===== config.mk =====
export PLATFORM = sky130hd
export DESIGN_NAME = dct_block_framer
export DESIGN_NICKNAME = d
export VERILOG_FILES = /design/src/rtl/dct_pkg.sv /design/src/rtl/dct_frame_bank.sv /design/src/rtl/dct_block_framer.sv
export SDC_FILE = /design/constraint.sdc
export NUM_CORES = 1
export LEC_CHECK = 0
export CORE_ASPECT_RATIO = 1.5
export CORE_UTILIZATION = 45
export DETAILED_ROUTE_END_ITERATION = 7
export PLACE_DENSITY_LB_ADDON = 0.05
export SETUP_SLACK_MARGIN = 0.3
export SLEW_MARGIN = 40
export SYNTH_ARGS = -nofsm -noshare
export SYNTH_HDL_FRONTEND = slang
export SYNTH_SLANG_ARGS = --single-unit

===== constraint.sdc =====
create_clock -name clk -period 2.2 [get_ports clk]
set_clock_uncertainty 0.2 [all_clocks]
set_input_delay 0.44 -clock clk [delete_from_list [all_inputs] [get_ports clk]]
set_output_delay 0.44 -clock clk [all_outputs]
set_load 0.1 [all_outputs]

===== src/rtl/dct_pkg.sv =====
// Shared types and constants for the 4-point DCT datapath.
//
// The framer only needs the sample/block shapes; the intermediate widths
// are used by the downstream dct stages and are listed here so every
// block in the datapath draws them from one place.
package dct_pkg;

  localparam int DCT_N    = 4;   // samples per transform block
  localparam int SAMPLE_W = 8;   // signed input sample width
  localparam int DIRECT_W = 10;  // forward-transform output width
  localparam int RENORM_W = 13;  // renormalised coefficient width
  localparam int INV_W    = 13;  // inverse-transform output width

  typedef logic signed [SAMPLE_W-1:0] sample_t;

  // Element k occupies bits [k*SAMPLE_W +: SAMPLE_W]; element 0 is the
  // first sample of the block in arrival order.
  typedef sample_t [DCT_N-1:0] block_t;

  // Width needed to hold a count in the range 0..n.
  function automatic int count_w(input int n);
    return $clog2(n + 1);
  endfunction

endpackage


===== src/rtl/dct_frame_bank.sv =====
// One bank of the ping-pong block buffer.
//
// Holds N sample registers, the number of valid samples (len), a flag
// recording whether the block was closed early by a flush (padded), and a
// full flag. Samples beyond len read back as zero, so a flushed block is
// zero-padded without ever clearing the sample registers between blocks.
//
// Ports:
//   clk, rst      clock, synchronous active-high reset
//   wr_en         write wr_data into sample register wr_idx
//   wr_idx        sample slot being written
//   wr_data       sample value
//   close         mark the bank full with close_len / close_padded
//   close_len     number of valid samples in the closing block
//   close_padded  block was closed by a flush rather than by filling
//   rel           consumer has taken the block; bank becomes empty
//   full          bank holds a complete block awaiting the consumer
//   padded        padded flag of the stored block
//   rd_data       stored block, zero beyond len
module dct_frame_bank
  import dct_pkg::*;
#(
  parameter int W = SAMPLE_W,
  parameter int N = DCT_N
) (
  input  logic                            clk,
  input  logic                            rst,
  input  logic                            wr_en,
  input  logic [((N > 1) ? $clog2(N) : 1)-1:0] wr_idx,
  input  logic [W-1:0]                    wr_data,
  input  logic                            close,
  input  logic [count_w(N)-1:0]           close_len,
  input  logic                            close_padded,
  input  logic                            rel,
  output logic                            full,
  output logic                            padded,
  output logic [N*W-1:0]                  rd_data
);

  localparam int LEN_W = count_w(N);

  logic [W-1:0]     mem [N];
  logic [LEN_W-1:0] len;

  always_ff @(posedge clk) begin
    if (rst) begin
      // NOTE: the sample registers are deliberately reset; the block must
      // read as all-zero after reset, and clearing them keeps stale data
      // from a discarded block out of any later observation.
      for (int k = 0; k < N; k++) mem[k] <= '0;
      full   <= 1'b0;
      len    <= '0;
      padded <= 1'b0;
    end else begin
      // NOTE: non-blocking assignments throughout sequential logic, so
      // every register samples the pre-edge values of its neighbours.
      if (wr_en) mem[wr_idx] <= wr_data;
      // A bank is only written/closed while empty and only released while
      // full, so close and rel never apply to the same bank on one edge.
      if (close) begin
        full   <= 1'b1;
        len    <= close_len;
        padded <= close_padded;
      end else if (rel) begin
        full <= 1'b0;
      end
    end
  end

  always_comb begin
    // NOTE: default first so every path assigns rd_data and no latch forms.
    rd_data = '0;
    for (int k = 0; k < N; k++) begin
      if (k < int'(len)) rd_data[k*W +: W] = mem[k];
    end
  end

endmodule


===== src/rtl/dct_block_framer.sv =====
// Upstream feeder for the 4-point dct: groups a serial stream of signed
// samples into N-sample blocks in a two-bank ping-pong buffer and presents
// each complete block as a stable parallel vector.
//
// Ports:
//   clk, rst    clock, synchronous active-high reset
//   s_valid     input sample valid
//   s_ready     framer can accept a sample (a bank is free and not in reset)
//   s_data      signed input sample
//   flush       close the current partial block, zero-padding it
//   m_valid     a complete block is available
//   m_ready     consumer takes the block
//   m_block     block, element k at bits [k*W +: W], k=0 received first
//   m_padded    presented block was closed by flush
//   blk_count   blocks handed off, wrapping modulo 2^CNT_W
module dct_block_framer
  import dct_pkg::*;
#(
  parameter int W     = SAMPLE_W,
  parameter int N     = DCT_N,
  parameter int CNT_W = 16
) (
  input  logic             clk,
  input  logic             rst,
  input  logic             s_valid,
  output logic             s_ready,
  input  logic [W-1:0]     s_data,
  input  logic             flush,
  output logic             m_valid,
  input  logic             m_ready,
  output logic [N*W-1:0]   m_block,
  output logic             m_padded,
  output logic [CNT_W-1:0] blk_count
);

  localparam int IDX_W = (N > 1) ? $clog2(N) : 1;
  localparam int LEN_W = count_w(N);

  logic             wbuf;   // bank being filled
  logic             rbuf;   // bank presented to the consumer
  logic [IDX_W-1:0] widx;   // next slot in the write bank

  logic [1:0]       bank_full;
  logic [1:0]       bank_padded;
  logic [N*W-1:0]   bank_data [2];

  logic             accept;
  logic             last;
  logic             close_full;
  logic             close_flush;
  logic             close;
  logic             handoff;
  logic [LEN_W-1:0] close_len;

  // Both handshake flags come from bank state only; m_ready never reaches
  // s_ready and s_valid never reaches m_valid within a cycle.
  assign s_ready  = !bank_full[wbuf] && !rst;
  assign m_valid  = bank_full[rbuf];

  assign accept   = s_valid && s_ready;
  assign last     = (widx == IDX_W'(N - 1));

  // A flush closes the block only if it holds at least one sample (already
  // written or arriving now) and the block is not closing by itself anyway;
  // a flush while the write bank is unavailable is simply dropped.
  assign close_full  = accept && last;
  assign close_flush = flush && s_ready && ((widx != '0) || accept) && !close_full;
  assign close       = close_full || close_flush;
  assign close_len   = accept ? LEN_W'(widx) + LEN_W'(1) : LEN_W'(widx);

  assign handoff  = m_valid && m_ready;

  for (genvar b = 0; b < 2; b++) begin : g_bank
    dct_frame_bank #(
      .W (W),
      .N (N)
    ) u_bank (
      .clk          (clk),
      .rst          (rst),
      .wr_en        (accept && (wbuf == 1'(b))),
      .wr_idx       (widx),
      .wr_data      (s_data),
      .close        (close && (wbuf == 1'(b))),
      .close_len    (close_len),
      .close_padded (close_flush),
      .rel          (handoff && (rbuf == 1'(b))),
      .full         (bank_full[b]),
      .padded       (bank_padded[b]),
      .rd_data      (bank_data[b])
    );
  end

  always_ff @(posedge clk) begin
    if (rst) begin
      wbuf      <= 1'b0;
      rbuf      <= 1'b0;
      widx      <= '0;
      blk_count <= '0;
    end else begin
      if (close) begin
        wbuf <= !wbuf;
        widx <= '0;
      end else if (accept) begin
        widx <= widx + IDX_W'(1);
      end
      if (handoff) begin
        rbuf      <= !rbuf;
        blk_count <= blk_count + CNT_W'(1);
      end
    end
  end

  assign m_block  = rbuf ? bank_data[1] : bank_data[0];
  assign m_padded = rbuf ? bank_padded[1] : bank_padded[0];

endmodule


==> impl_metrics.env, run 1 <==
export IMPL_post_route_util=0.739
export IMPL_cp_arrival_ns=1.62
export IMPL_layout_nets=488
export IMPL_antenna_found_initial=0
export IMPL_grt_first_pass_wirelength_mm=15.6
export IMPL_use_met3=0.0430
export IMPL_grt_pass1_vias=3157
export IMPL_numCtsBuffers=9
export IMPL_grt_util_all_layers=0.219
export IMPL_regToRegStartpoint="rbuf"
export IMPL_wl_per_cell_um=17.3
export IMPL_p_int_mw=3.18
export IMPL_row_count=42
export IMPL_via_per_inst=5.44
export IMPL_cts_hold_buffers=0
export IMPL_max_cap_violations=0
export IMPL_crit_path_end="m_block[4]"
export IMPL_nFillCells=589
export IMPL_outcome="finished with violations"
export IMPL_rsz0062_at_grt="yes"
export IMPL_dp_hpwl_mm=6.94
export IMPL_met2_usage=0.408
export IMPL_drt_iter0_markers=136
export IMPL_cp_startpoint="g_bank[1].u_bank.len[1]"
export IMPL_routed_wl_mm=10.2
export IMPL_grt_busiest_layer="met2"
export IMPL_placedCellCount=554
export IMPL_syn_nets=370
export IMPL_combPwrFrac=0.140
export IMPL_die_w_um=80.9
export IMPL_place_area_um2=5810
export IMPL_clock_latency_ns=0.33
export IMPL_cts_root_buf="clkbuf_16"
export IMPL_via_count=3196
export IMPL_setup_viol=17
export IMPL_hp_class="reg -> reg"
export IMPL_coreArea_um2=8930
export IMPL_critPathRequiredTime_ns=1.56
export IMPL_cts_htree_levels=3
export IMPL_cts_tree="built"
export IMPL_die_h_um=120
export IMPL_synth_cell_area_um2=4200
export IMPL_drtPass1Iterations=4
export IMPL_crit_buf_inv=2
export IMPL_cts_buffer_depth=2
export IMPL_violations="setup timing"
export IMPL_synth_seq_cells=94
export IMPL_start_util=0.471
export IMPL_worst_path_max_delay_cell="o31a_4"
export IMPL_crit_fanout=8
export IMPL_ant_nets=0
export IMPL_path_class="reg -> out"
export IMPL_rr_endpoint="blk_count[15]"
export IMPL_max_slew_margin_rel=0.719
export IMPL_startpoint_type="flip-flop"
export IMPL_slew_violations=0
export IMPL_io_buffers=63
export IMPL_p_per_area_nw_per_um2=636
export IMPL_fin_cells=587
export IMPL_fin_crit_sh=1.03
export IMPL_clock_sinks=94
export IMPL_async_reset_ff_frac=0
export IMPL_drive_gt1_frac=0.465
export IMPL_ys_seq_area_frac=0.600
export IMPL_end_kind="output port"
export IMPL_leakage_nw=2.66
export IMPL_die_area_um2=9740
export IMPL_drc=0
export IMPL_cp_cell_sequence="buf_6 -> o31a_4 -> a22o_2 -> buf_12"
export IMPL_stdcell_area_um2=6610
export IMPL_ys_types=50
export IMPL_seq_power_share=0.474
export IMPL_finalHoldWorstSlack_ns=0.328
export IMPL_worst_pin_slew_ns=0.416
export IMPL_area_delta_synth_final_pct=57.1
export IMPL_gp_congestion=0.823
export IMPL_synth_edff_count=64
export IMPL_clkTransAtPathRegs_ns=0.06
export IMPL_max_stage_delay_ns=0.40
export IMPL_clkPwrFrac=0.386
export IMPL_ys_flop_type="edfxtp_1"
export IMPL_r2r_setup_slack_ns=0.09
export IMPL_gr_usage_met1=0.231
export IMPL_synthCells=354
export IMPL_p_sw_mw=1.02
export IMPL_grt_max_degree=17
export IMPL_ys_warn_count=0
export IMPL_path_depth=4
export IMPL_final_hold_violation_count=0
export IMPL_finalCriticalPeriod_ns=2.26
export IMPL_grt_overflow_total=0
export IMPL_worst_slack_ns=-0.0632
export IMPL_place_ws_ns=-0.163
export IMPL_swShare=0.243
export IMPL_ir_worst_vdd_mv=0.582
export IMPL_fmax_mhz=442
export IMPL_path_delay_family="compound AO/OA/AOI/OAI gates"
export IMPL_n_antenna_cell=0
export IMPL_syn_avg_cell_area_um2=11.9
export IMPL_io_pins=64
export IMPL_r2r_cells=8
[cells in the mapped netlist, types with 2 or more instances]
cell type  count  area, um^2
nor2_1        29         109
o21ai_0       11        55.1
or2_2          2        12.5
nor4_1         3        18.8
a21oi_1       12        60.1
nand3_1       12        60.1
nor2b_1        8        50.1
ha_1           3        37.5
inv_1          6        22.5
nor3_1         7        35.0
dfxtp_1       30         601
or3_1          2        12.5
buf_2          2        10.0
o31ai_1        2        15.0
mux2_1         2        22.5
xor2_1         3        26.3
mux2i_1        2        20.0
buf_1          3        11.3
clkbuf_1       5        18.8
and2_1        65         407
nand2_1       11        41.3
a22o_1        32         280
a31o_2         2        17.5
nand2b_1       3        18.8
edfxtp_1      64        1920
xnor2_1        9        78.8
[sequential cells by signal, indices dropped and copies added (netlist names)]
| register | count |
|---|---|
| rbuf | 1 |
| g_bank.u_bank.full | 2 |
| widx | 2 |
| wbuf | 1 |
| g_bank.u_bank.padded | 2 |
| g_bank.u_bank.len | 6 |
| g_bank.u_bank.mem | 64 |
| blk_count | 16 |
[what timing repair did]
action / CTS / global route
resized for setup: 38 / 39
setup endpoints to repair: 134 / 97
pin swaps: 24 / 14
setup buffers: 14 / 3
cloned: 0 / 0
[power by group through the flow]
stage          combinational [mW]  sequential, mW  clock, mW
2_1_floorplan               0.311            2.02          0
3_3_place_gp                0.524            2.02          0
3_5_place_dp                0.530            2.03          0
4_1_cts                     0.569            1.99       1.64
5_1_grt                     0.622            2.00       1.72
6_report                    0.589            1.99       1.62
[worst register-to-register path: stages (launching register included)]
cell and delay [ns]:
dfxtp_4 0.37, buf_12 0.14, buf_12 0.13, mux2i_4 0.19
buf_6 0.16, buf_6 0.11, nor4b_4 0.26, nand3_1 0.14
mux2_4 0.31
[per-stage QoR]
step / TNS [ns] / power [mW]
after floorplan: 0 / 2.33
after global placement: -9.39 / 2.55
after detailed placement: -10.31 / 2.56
after CTS: -2.05 / 4.19
after global routing: -1.48 / 4.34
final: -0.584 / 4.20
[layer usage]
| layer | routed length [um] | share of wire |
|---|---|---|
| met1 | 3820 | 0.38 |
| met2 | 5800 | 0.57 |
| met3 | 285 | 0.028 |
| met4 | 269 | 0.026 |
| met5 | 0 | 0 |
[cell usage in the layout, fill, tap and decap left out, types with 3 or more instances in the layout]
master / netlist / routed
nor3_1: 7 / 4
inv_1: 6 / 5
nor3_2: 1 / 3
o21ai_0: 11 / 5
dfxtp_4: 0 / 13
nand2b_1: 3 / 3
clkdlybuf4s50_1: 0 / 9
nor4_4: 1 / 4
nor2b_4: 0 / 3
dfxtp_2: 0 / 8
xor2_1: 3 / 3
and2_1: 65 / 64
nand3_1: 12 / 10
nor2_1: 29 / 24
a22o_2: 0 / 12
buf_6: 1 / 10
a22o_4: 0 / 20
dfxtp_1: 30 / 9
buf_12: 0 / 40
nor2_4: 0 / 3
clkbuf_16: 0 / 9
a21oi_1: 12 / 10
nor2_2: 1 / 3
buf_4: 0 / 55
nor2b_1: 8 / 5
xnor2_1: 9 / 7
o21ai_1: 0 / 5
edfxtp_1: 64 / 64
nand2_1: 11 / 9
mux2_4: 0 / 3
[worst min path at each step]
| stage | from | endpoint | slack, ns | cells after the start |
|---|---|---|---|---|
| after floorplan | g_bank[0].u_bank.padded | g_bank[0].u_bank.padded | 0.26 | 2 |
| after global placement | blk_count[12] | blk_count[12] | 0.28 | 2 |
| after detailed placement | g_bank[0].u_bank.padded | g_bank[0].u_bank.padded | 0.29 | 2 |
| after CTS | blk_count[1] | blk_count[1] | 0.33 | 2 |
| after global routing | blk_count[1] | blk_count[1] | 0.36 | 2 |
| final | blk_count[1] | blk_count[1] | 0.33 | 2 |
[area by class of cell]
| type | instances | area, um^2 | area share |
|---|---|---|---|
| Multi-Input combinational cell | 243 | 2080 | 0.315 |
| Clock buffer | 10 | 229 | 0.0347 |
| Inverter | 6 | 26.3 | 0.00398 |
| Tap cell | 110 | 138 | 0.0208 |
| Timing Repair Buffer | 118 | 1470 | 0.222 |
| Clock inverter | 6 | 85.1 | 0.0129 |
| Sequential cell | 94 | 2580 | 0.391 |
[cells by family (layout without fill, tap and decap cells)]
logic type | after synthesis | after routing | share of synthesized area
AOI/OAI and AO/OA | 68 | 68 | 0.120
xor gates and xnor gates | 12 | 12 | 0.0250
adders and majority gates | 3 | 3 | 0.00893
buffers and inverters | 17 | 140 | 0.0176
DFF | 94 | 94 | 0.600
muxes | 5 | 5 | 0.0128
and+or+nand+nor | 155 | 155 | 0.216
Power figures use the tool's default switching activity.
==> inputs of run 2 (changes only) <==
MAX_ROUTING_LAYER = met4   (was not set)
clock period = 1.87 ns   (was 2.2 ns; I/O delays follow)
==> run 2 against run 1 <==
The flow still finishes with violations (setup timing). Total power up 27%. Sequential share of layout area down 6.2 points. Non-clock buffer count up 35. Cell count up 6.0%. Highest routed layer unchanged. Critical endpoint is now m_block[3]. Worst setup slack worse by 0.31 ns. Via count up 13%. Largest cell class is now multi-input combinational cells. Worst hold slack worse by 0.045 ns. Critical path type unchanged. Sequential cell count unchanged. Die area unchanged. First-iteration DRC count up 82%. Register-to-register slack worse by 0.32 ns.
==> impl_metrics.env, run 2 (synthesis gave the netlist of run 1 again) <==
export IMPL_clkPwrFrac=0.376
export IMPL_layout_nets=523
export IMPL_combPwrFrac=0.183
export IMPL_cts_buffer_depth=2
export IMPL_final_cell_mix="edfxtp_1 (64), buf_12 (60), and2_4 (51)"
export IMPL_die_w_um=80.9
export IMPL_fin_crit_sh=1.20
export IMPL_wl_per_cell_um=22.7
export IMPL_startpoint_type="flip-flop"
export IMPL_violations="setup timing"
export IMPL_drt_iter0_markers=248
export IMPL_gp_congestion=0.837
export IMPL_max_slew_margin_rel=0.649
export IMPL_multi_input_area_um2=2690
export IMPL_regToRegStartpoint="rbuf"
export IMPL_finalHoldWorstSlack_ns=0.283
export IMPL_finalCriticalPeriod_ns=2.24
export IMPL_p_per_area_nw_per_um2=676
export IMPL_slew_violations=0
export IMPL_cts_hold_buffers=0
export IMPL_rsz0062_at_grt="yes"
export IMPL_place_area_um2=6320
export IMPL_stdcell_area_um2=7890
export IMPL_cp_arrival_ns=1.67
export IMPL_post_route_util=0.883
export IMPL_top_register="g_bank.u_bank.mem"
export IMPL_grt_pass1_vias=3655
export IMPL_crit_fanout=8
export IMPL_outcome="finished with violations"
export IMPL_fmax_mhz=446
export IMPL_hold_start="rst"
export IMPL_place_ws_ns=-0.524
export IMPL_final_common_cell="edfxtp_1"
export IMPL_nFillCells=362
export IMPL_p_sw_mw=1.44
export IMPL_routed_wl_mm=14.1
export IMPL_grt_overflow_total=0
export IMPL_setup_viol=59
export IMPL_p_total_mw=5.33
export IMPL_dp_hpwl_mm=7.36
export IMPL_r2r_cells=8
export IMPL_via_count=3608
export IMPL_cts_htree_levels=3
export IMPL_p_int_mw=3.89
export IMPL_final_hold_violation_count=0
export IMPL_grt_first_pass_wirelength_mm=19.2
export IMPL_worst_slack_ns=-0.374
export IMPL_grt_util_all_layers=0.283
export IMPL_die_area_um2=9740
export IMPL_clock_latency_ns=0.35
export IMPL_die_h_um=120
export IMPL_start_util=0.471
export IMPL_numCtsBuffers=9
export IMPL_seq_power_share=0.441
export IMPL_seq_area_um2=2590
export IMPL_clkTransAtPathRegs_ns=0.06
export IMPL_critPathRequiredTime_ns=1.30
export IMPL_drc=0
export IMPL_hold_depth=3
export IMPL_largest_reg_flops=64
export IMPL_rr_endpoint="blk_count[15]"
export IMPL_end_kind="output port"
export IMPL_cts_root_buf="clkbuf_16"
export IMPL_hp_class="in -> reg"
export IMPL_n_antenna_cell=0
export IMPL_io_pins=64
export IMPL_max_cap_violations=0
export IMPL_cts_tree="built"
export IMPL_worst_pin_slew_ns=0.526
export IMPL_drive_gt1_frac=0.705
export IMPL_clock_sinks=94
export IMPL_top_regs="g_bank.u_bank.mem: 64 flops, blk_count: 16 flops, g_bank.u_bank.len: 6 flops"
export IMPL_ir_worst_vdd_mv=1.08
export IMPL_coreArea_um2=8930
export IMPL_swShare=0.270
export IMPL_ant_nets=0
export IMPL_r2r_setup_slack_ns=-0.23
export IMPL_area_delta_synth_final_pct=87.6
export IMPL_row_count=42
export IMPL_grt_max_degree=17
export IMPL_antenna_found_initial=0
export IMPL_cp_startpoint="g_bank[1].u_bank.len[1]"
export IMPL_min_to="blk_count[13]"
export IMPL_drtPass1Iterations=4
export IMPL_io_buffers=63
export IMPL_via_per_inst=5.80
export IMPL_leakage_nw=3.17
export IMPL_path_class="reg -> out"
## run 2: cell count changes in the layout (fill, tap and decap cells not counted), moves of 10 or more
cell     delta
and2_4     +50
buf_6      +35
a21oi_1    -10
buf_12     +20
buf_4      -21
and2_1     -50
## run 2: critical path, cell delays in order, from the launching register on
cell and delay (ns):
dfxtp_2 0.33, buf_6 0.12, o31a_4 0.42, a22o_4 0.29, buf_12 0.16
## run 2: what timing repair did
item,in CTS,in global routing
pin swaps,50,33
setup endpoints to repair,192,195
resized for setup,140,71
setup buffers,31,18
## run 2: power by group through the flow
stage	registers (mW)	clock network [mW]	logic (mW)
floorplan	2.39	0	0.412
global placement	2.39	0	0.687
detailed placement	2.40	0	0.695
CTS	2.35	1.97	0.856
global route	2.36	2.08	1.01
finish	2.35	2.00	0.977
## run 2: cell type report
class,instances,share of cell area
inverters,6,0.00412
clock inverters,7,0.0124
clock buffers,9,0.0285
repair buffers,153,0.267
well taps,110,0.0174
multi-input cells,243,0.341
flip-flops and latches,94,0.329
## run 2: worst max path at each step
| stage | end | slack [ns] |
|---|---|---|
| floorplan | blk_count[0] | -0.06 |
| detailed placement | g_bank[0].u_bank.mem[3][1] | -0.52 |
| global route | m_block[3] | -0.40 |
| finish | m_block[3] | -0.37 |
| CTS | m_block[2] | -0.37 |
| global placement | g_bank[0].u_bank.mem[3][3] | -0.46 |
## run 2: through the flow
step                instances  TNS, ns
floorplan                 354   -0.476
global placement          557   -49.27
detailed placement        557   -52.31
CTS                       604    -9.11
global route              622   -13.54
finish                    622   -11.09
## run 2: per-layer routing
| layer | wire (um) | track usage | vias up |
|---|---|---|---|
| met1 | 5030 | 0.287 | 1807 |
| li1 | - | - | 1599 |
| met5 | 0 | - | - |
| met4 | 722 | 0.175 | 0 |
| met3 | 612 | 0.0521 | 48 |
| met2 | 7780 | 0.492 | 154 |
==> inputs of run 3 (changes only) <==
CTS_CLUSTER_DIAMETER = 50   (was not set)
==> results of run 3 <==
Final layout, timing and power as in run 2 (identical DEF).
